### config.mk
export PLATFORM = sky130hd
export DESIGN_NAME = speed_tick_ctrl
export DESIGN_NICKNAME = d
export VERILOG_FILES = /design/src/rtl/speed_pkg.sv /design/src/rtl/btn_debounce.sv /design/src/rtl/speed_tick_ctrl.sv
export SDC_FILE = /design/constraint.sdc
export NUM_CORES = 1
export LEC_CHECK = 0
export CELL_PAD_IN_SITES_DETAIL_PLACEMENT = 1
export CELL_PAD_IN_SITES_GLOBAL_PLACEMENT = 1
export CORE_UTILIZATION = 45
export CTS_BUF_LIST = sky130_fd_sc_hd__clkbuf_4 sky130_fd_sc_hd__clkbuf_8
export CTS_CLUSTER_DIAMETER = 50
export DETAILED_ROUTE_END_ITERATION = 12
export PLACE_DENSITY = 0.74
export SETUP_SLACK_MARGIN = 0.4
export SKIP_CTS_REPAIR_TIMING = 1
export SLEW_MARGIN = 5
export SYNTH_ARGS = -nofsm -noshare
export SYNTH_HDL_FRONTEND = slang
export SYNTH_HIERARCHICAL = 1
export SYNTH_SLANG_ARGS = --single-unit
### constraint.sdc
create_clock -name clk -period 12.55 [get_ports clk]
set_clock_uncertainty 0.05 [all_clocks]
set_input_delay 2.51 -clock clk [delete_from_list [all_inputs] [get_ports clk]]
set_output_delay 2.51 -clock clk [all_outputs]
set_load 0.05 [all_outputs]
### src/rtl/speed_pkg.sv
// Shared rate-index constants, default period lengths and the pending-index step function.
// Pure definitions; no latency and no flow control.
package speed_pkg;

    localparam int SEL_W = 2;

    localparam logic [SEL_W-1:0] SEL_2HZ  = 2'd0;
    localparam logic [SEL_W-1:0] SEL_5HZ  = 2'd1;
    localparam logic [SEL_W-1:0] SEL_10HZ = 2'd2;

    localparam int DIV0_DEF = 25_000_000;
    localparam int DIV1_DEF = 10_000_000;
    localparam int DIV2_DEF = 5_000_000;

    // Index 3 is never produced but must fall back to the slowest rate.
    function automatic logic [SEL_W-1:0] next_sel(input logic [SEL_W-1:0] cur);
        case (cur)
            SEL_2HZ: next_sel = SEL_5HZ;
            SEL_5HZ: next_sel = SEL_10HZ;
            default: next_sel = SEL_2HZ;
        endcase
    endfunction

endpackage

### src/rtl/btn_debounce.sv
// Button synchronizer + debouncer emitting one press pulse per debounced 0->1 edge.
// Press lags the raw edge by 2 sync cycles + DB_CYCLES stable cycles + 1; no backpressure.
module btn_debounce #(
    parameter int DB_CYCLES = 1_000_000
) (
    input  logic clk,
    input  logic rs,
    input  logic btn_raw,
    output logic press
);

    localparam int DW = (DB_CYCLES > 1) ? $clog2(DB_CYCLES) : 1;
    localparam logic [DW-1:0] DB_LAST = DW'(DB_CYCLES - 1);
    localparam logic [DW-1:0] DB_ONE  = DW'(1);

    logic          sync1_q, sync2_q;
    logic          db_q, db_d;
    logic          press_q, press_d;
    logic [DW-1:0] dbc_q, dbc_d;

    // Any sample agreeing with the debounced level restarts the stability window.
    always_comb begin
        dbc_d   = '0;
        db_d    = db_q;
        press_d = 1'b0;
        if (sync2_q != db_q) begin
            if (dbc_q == DB_LAST) begin
                db_d    = sync2_q;
                press_d = sync2_q;
            end else begin
                dbc_d = dbc_q + DB_ONE;
            end
        end
    end

    always_ff @(posedge clk) begin
        if (rs) begin
            sync1_q <= 1'b0;
            sync2_q <= 1'b0;
            db_q    <= 1'b0;
            dbc_q   <= '0;
            press_q <= 1'b0;
        end else begin
            sync1_q <= btn_raw;
            sync2_q <= sync1_q;
            db_q    <= db_d;
            dbc_q   <= dbc_d;
            press_q <= press_d;
        end
    end

    assign press = press_q;

endmodule

### src/rtl/speed_tick_ctrl.sv
// Selectable-rate tick/square-wave generator; rate switches only at period boundaries.
// tick is registered, one cycle after the last count of a period; no backpressure, frez stalls.
module speed_tick_ctrl
    import speed_pkg::*;
#(
    parameter int DIV0      = DIV0_DEF,
    parameter int DIV1      = DIV1_DEF,
    parameter int DIV2      = DIV2_DEF,
    parameter int DB_CYCLES = 1_000_000,
    parameter int CW        = 25
) (
    input  logic             clk,
    input  logic             rs,
    input  logic             speed,
    input  logic             frez,
    output logic             tick,
    output logic             clko,
    output logic [SEL_W-1:0] sel
);

    localparam logic [CW-1:0] CNT_ONE = CW'(1);

    function automatic logic [CW-1:0] div_of(input logic [SEL_W-1:0] s);
        case (s)
            SEL_5HZ:  div_of = CW'(DIV1);
            SEL_10HZ: div_of = CW'(DIV2);
            default:  div_of = CW'(DIV0);
        endcase
    endfunction

    logic             press;
    logic [SEL_W-1:0] pend_q, pend_d;
    logic [SEL_W-1:0] sel_q, sel_d;
    logic [CW-1:0]    cnt_q, cnt_d;
    logic [CW-1:0]    div_cur, div_nxt;
    logic             tick_q, tick_d;
    logic             clko_q, clko_d;

    btn_debounce #(
        .DB_CYCLES(DB_CYCLES)
    ) u_btn (
        .clk    (clk),
        .rs     (rs),
        .btn_raw(speed),
        .press  (press)
    );

    // The boundary loads the pending index as registered before this edge, so a
    // press landing on the wrap cycle only takes effect one period later.
    always_comb begin
        pend_d  = press ? next_sel(pend_q) : pend_q;
        div_cur = div_of(sel_q);
        cnt_d   = cnt_q;
        sel_d   = sel_q;
        tick_d  = 1'b0;
        clko_d  = clko_q;
        div_nxt = div_cur;
        if (!frez) begin
            if (cnt_q == div_cur - CNT_ONE) begin
                cnt_d  = '0;
                tick_d = 1'b1;
                sel_d  = pend_q;
            end else begin
                cnt_d = cnt_q + CNT_ONE;
            end
            div_nxt = div_of(sel_d);
            clko_d  = (cnt_d < (div_nxt >> 1));
        end
    end

    always_ff @(posedge clk) begin
        if (rs) begin
            pend_q <= SEL_2HZ;
            sel_q  <= SEL_2HZ;
            cnt_q  <= '0;
            tick_q <= 1'b0;
            clko_q <= 1'b0;
        end else begin
            pend_q <= pend_d;
            sel_q  <= sel_d;
            cnt_q  <= cnt_d;
            tick_q <= tick_d;
            clko_q <= clko_d;
        end
    end

    assign tick = tick_q;
    assign clko = clko_q;
    assign sel  = sel_q;

endmodule

Word level (Yosys, flattened, before mapping)
Cells that the tools add are included.

storage, ports and cells
  bits in registers = 55
  output and inout port bits = 4

cells by class
  add/subtract/negate cells = 3
  order comparisons = 1
  eq/ne operators = 8
  multiplexer cells = 9
  bitwise operators = 2
  reduce and logical (&&, ||, !) cells = 5

operator list
  cell                     number
  $pmux W25 S2             2
  $mux W25                 3
  $add A25 B1 Y25 const B  1
  $eq A25 B25 Y1           1
  $lt A25 B24 Y1           1
  $sub A25 B1 Y25 const B  1
  $add A20 B1 Y20 const B  1
  $eq A20 B20 Y1 const B   1
  $eq A2 B1 Y1 const B     3
  $reduce_or A3 Y1         2
  $eq A2 B2 Y1 const B     2
  $mux W2                  2
  $pmux W2 S2              1
  $logic_not A2 Y1         1
  $not A1 Y1               2
  $reduce_and A2 Y1        1
  $reduce_or A2 Y1         1
  $mux W1                  1
  $ne A1 B1 Y1             1

Logic depth before layout (Yosys ltp)
  depth in word-level cells = 10
  mapped depth = 19
  gate-level depth less buffers = 18

Hierarchy
The synthesis kept the hierarchy.

modules (own cells, without submodules)
  module           times used  cells each  area each (um^2)
  speed_tick_ctrl  1           340         2,758.9
  btn_debounce     1           118         1,066.0

Worst setup path before layout
No wires, ideal clock.

  path kind = register -> register
  from = register sel_q[1], in the netlist sel[1]
  to = register clko_q, in the netlist clko
  library setup time = 127 ps
  arrival = 4,284 ps
  data required time = 12,373 ps
  setup slack = 8,089 ps
  stages on the path, launching flop included = 19
  path buffers = 1
  clock period less this slack = 4,461 ps
  cells stage by stage = dfxtp_1 -> inv_1 -> ha_1 -> mux2i_1 -> or4_1 -> nor4_1 -> and2_2 -> buf_2 -> mux2i_1 -> inv_1 -> ha_1 -> inv_1 -> ha_1 -> nand4_1 -> or2_2 -> o21ai_0 -> a211oi_1 -> nor4b_2 -> a211oi_2

on the way
  longest elaborated chain between the ends = 10
  elaborated cells between the ends (all ways) = 14

RTL lines
  item                                          RTL line               RTL
  start: declaration                            speed_tick_ctrl.sv:33  logic [SEL_W-1:0] sel_q, sel_d;
  start signal: assignment                      speed_tick_ctrl.sv:80  sel_q <= sel_d;
  $eq A2 B2 Y1 or $eq A2 B1 Y1 (tied branches)  speed_tick_ctrl.sv:24  case (s)
  $pmux W25 S2                                  speed_tick_ctrl.sv:24
  $sub A25 B1 Y25                               speed_tick_ctrl.sv:59  if (cnt_q == div_cur - CNT_ONE) begin
  $eq A25 B25 Y1                                speed_tick_ctrl.sv:59
  $mux W2                                       speed_tick_ctrl.sv:59
  $mux W2                                       speed_tick_ctrl.sv:58  if (!frez) begin
  $eq A2 B2 Y1 or $eq A2 B1 Y1 (tied branches)  speed_tick_ctrl.sv:24
  $pmux W25 S2                                  speed_tick_ctrl.sv:24
  $mux W25                                      speed_tick_ctrl.sv:58
  $lt A25 B24 Y1 *                              speed_tick_ctrl.sv:67  clko_d = (cnt_d < (div_nxt >> 1));
  end signal: assignment                        speed_tick_ctrl.sv:83  clko_q <= clko_d;
  end: declaration                              speed_tick_ctrl.sv:37  logic clko_q, clko_d;

Mark *: on every way between the ends. The rest lies on a longest branch, timed or not. The select of a mux whose other input is x is not followed.
A chain may end at the register's enable or synchronous reset.

Worst setup path after layout
  from = register sel_q[0], in the netlist sel[0]
  to = register clko_q, in the netlist clko

The elaborated chain is that of the path after synthesis.

==> insert_results.sql <==
INSERT INTO impl_metrics (metric_group, metric, value, unit) VALUES
('status', 'result_of_the_run', 'finished clean', ''),
('worst_setup_path', 'crit_path_top_delay_cell', 'and2_2', ''),
('global_routing', 'grt.total_usage', '0.239', ''),
('worst_setup_path', 'max_stage_delay', '0.62', 'ns'),
('timing', 'hold_viol_final', '0', ''),
('timing', 'drv_slew', '0', ''),
('finish', 'final_layout_size_suffix_gt1_frac', '0.0756', ''),
('cts', 'htree_levels', '2', ''),
('floorplan', 'die_h', '94.2', 'um'),
('timing', 'max_slew_margin', '0.259', ''),
('logic_synthesis', 'yosysTopAreaCell', 'dfxtp_1', ''),
('floorplan', 'core_region_area', '8220', 'um^2'),
('global_routing', 'global_route.overflow_total', '0', ''),
('cts', 'worst_skew_pair.late_latency', '0.32', 'ns'),
('logic_synthesis', 'synth-main-ff-cell', 'dfxtp_1', ''),
('power_and_ir_drop', 'total_leakage_power', '1.39', 'nW'),
('timing', 'grt_setup_unrepaired', 'false', ''),
('worst_setup_path', 'path_class', 'reg -> reg', ''),
('worst_setup_path', 'startpoint', 'sel[0]', ''),
('place', 'io_buffer_count', '7', ''),
('timing', 'max_freq', '202', 'MHz'),
('logic_synthesis', 'synthesized_instance_count', '458', ''),
('worst_setup_path', 'worstPathCellList', 'inv_1, ha_1, xnor2_1, or4_1, nor4_1, and2_2, mux2i_1, inv_1, ha_1, ha_1, a21o_1, a21o_1, a21oi_1, nand4b_1, a211oi_2, nor4b_2, a211oi_2', ''),
('logic_synthesis', 'synth_fp_nets', '486', ''),
('worst_setup_path', 'arrival', '5.14', 'ns'),
('timing', 'post-route-period-util', '0.394', ''),
('cts', 'cts_buffer_depth', '2', ''),
('timing', 'setup-tns-final', '0', 'ns'),
('global_routing', 'antenna_found_initial', '0', ''),
('worst_setup_path', 'worstSetupPathDepth', '17', ''),
('finish', 'antenna_cells_inserted', '0', ''),
('worst_setup_path', 'crit-reg2reg-launch', 'sel[0]', ''),
('finish', 'finalNetCount', '477', ''),
('logic_synthesis', 'synth-edff-count', '0', ''),
('logic_synthesis', 'synth.top_cells.by_area', 'dfxtp_1 (29%), ha_1 (7.9%), nor2_1 (5.5%), a21oi_1 (4.7%), xnor2_1 (4.6%)', ''),
('place', 'place.detailed.instances', '547', ''),
('worst_setup_path', 'worstSetupEndpointType', 'flop', ''),
('route', 'finalWirelength', '9960', 'um'),
('worst_setup_path', 'worst_r2r_endpoint', 'clko', ''),
('cts', 'cts_inserted_buffers', '5', ''),
('route', 'detailroute.via_count', '3275', ''),
('logic_synthesis', 'synth_seq_cells', '55', ''),
('run', 'drv.max_cap_violation_count', '0', ''),
('timing', 'post-route-min-period', '4.95', 'ns'),
('worst_setup_path', 'setup.worst_path.start_class', 'flop', ''),
('cts', 'worst_setup_hold_path_clk_slew', '0.11', 'ns'),
('global_routing', 'via_count_of_the_first_global_routing_pass', '3318', ''),
('route', 'drtIter0Drc', '144', ''),
('worst_hold_path', 'hold_end', 'u_btn/sync2_q', ''),
('timing', 'hold_slack', '0.404', 'ns'),
('global_routing', 'maximum_number_of_pins_on_one_net_before_global_route_repair', '32', ''),
('route', 'viasPerCell', '5.90', ''),
('logic_synthesis', 'synthArstFlopShare', '0', ''),
('floorplan', 'start_util', '0.466', ''),
('logic_synthesis', 'ys_top_cells_by_count', 'nor2_1 (56), dfxtp_1 (55), a21oi_1 (36), nand2_1 (36), ha_1 (24)', ''),
('floorplan', 'dieArea', '8870', 'um^2'),
('worst_setup_path', 'cp_max_fo', '31', ''),
('route', 'drt_pass1_iterations', '4', ''),
('logic_synthesis', 'synth_seq_area_share', '0.288', ''),
('global_routing', 'wire_length_of_the_first_global_routing_pass', '16500', 'um'),
('route', 'antenna_left', '0', ''),
('worst_setup_path', 'reg2reg_slack', '7.60', 'ns'),
('power_and_ir_drop', 'max-vdd-ir-drop', '0.0609', 'mV'),
('timing', 'setup_violations', '0', ''),
('logic_synthesis', 'synthesis.area', '3820', 'um^2'),
('place', 'place_congestion', '0.885', ''),
('worst_setup_path', 'cp.buffers_inverters', '2', ''),
('floorplan', 'design.portCount', '8', ''),
('logic_synthesis', 'syn_avg_cell_area', '8.35', 'um^2'),
('power_and_ir_drop', 'fin_total_pwr', '315', 'uW'),
('route', 'remaining_drc_errors', '0', '');
[final cells by class]
| class | instances | area [um^2] |
|---|---|---|
| inverters | 12 | 45.0 |
| well taps | 105 | 131 |
| multi-input cells | 367 | 2450 |
| fillers | 1035 | 4290 |
| clock inverters | 2 | 38.8 |
| flip-flops and latches | 55 | 1100 |
| repair buffers | 8 | 77.6 |
| clock buffers | 6 | 76.3 |
[cell families (layout without fill, tap and decap cells)]
group,after synthesis,in the layout,synth area share
fa+ha+maj,24,24,0.0785
compound gates,85,85,0.134
buf+inv,36,28,0.0703
simple gates,213,213,0.324
mux,6,6,0.0157
flops,55,55,0.288
xor+xnor,39,39,0.0893
[worst register-to-register path: stages (launching register included)]
cell and delay, ns:
dfxtp_1 0.47, inv_1 0.13, ha_1 0.24, xnor2_1 0.15
or4_1 0.50, nor4_1 0.25, and2_2 0.62, mux2i_1 0.41
inv_1 0.13, ha_1 0.30, ha_1 0.33, a21o_1 0.20
a21o_1 0.20, a21oi_1 0.20, nand4b_1 0.14, a211oi_2 0.26
nor4b_2 0.08, a211oi_2 0.21
[flip-flops by register name, summed over array words and instances (netlist names)]
name	flops
u_btn/db_q	1
pend_q	2
u_btn/press	1
u_btn/sync2_q	1
cnt_q	25
u_btn/sync1_q	1
clko	1
sel	2
u_btn/dbc_q	20
tick	1
[layout by cell type, fill, tap and decap left out, types with 3 or more instances in the layout]
| cell type | n |
|---|---|
| a21o_1 | 5 |
| a21oi_1 | 36 |
| and2_1 | 3 |
| and3_1 | 8 |
| clkbuf_8 | 5 |
| clkdlybuf4s50_1 | 7 |
| dfxtp_1 | 55 |
| ha_1 | 24 |
| inv_1 | 11 |
| mux2i_1 | 6 |
| nand2_1 | 36 |
| nand3_1 | 23 |
| nand3b_1 | 8 |
| nand4_1 | 11 |
| nor2_1 | 56 |
| nor2b_1 | 5 |
| nor3_1 | 11 |
| nor4_1 | 4 |
| o21ai_0 | 22 |
| o31ai_1 | 3 |
| or3_1 | 5 |
| or4_1 | 7 |
| xnor2_1 | 20 |
| xor2_1 | 19 |
[through the flow]
step / worst slack [ns] / cell area [um^2] / utilization
2_1_floorplan: 8.09 / 3820 / -
3_3_place_gp: 7.62 / 3810 / 0.464
3_5_place_dp: 7.54 / 3810 / 0.464
4_1_cts: 7.66 / 3930 / 0.478
5_1_grt: 7.28 / 3930 / 0.478
6_report: 7.60 / 3930 / 0.478
[layer usage]
metal / wire, um / share of wire / global-route usage / vias up
met2: 4900 / 0.49 / 0.425 / 39
met4: 74 / 0.0074 / 0.0474 / 0
met5: 0 / 0 / 0 / -
met3: 169 / 0.017 / 0.0307 / 9
li1: - / - / - / 1615
met1: 4810 / 0.48 / 0.306 / 1612
[worst max path at each step]
stage / end / slack (ns)
CTS: clko / 7.66
global route: clko / 7.28
finish: clko / 7.60
detailed placement: clko / 7.54
global placement: cnt_q[18] / 7.62
floorplan: clko / 8.09
[power breakdown]
group / switching, mW / leakage (nW) / internal, mW
clock: 0.0636 / 0.0592 / 0.0627
sequential: 0.00141 / 0.444 / 0.176
combinational: 0.00774 / 0.889 / 0.00354
No activity file was read; power rests on OpenSTA's default activity.
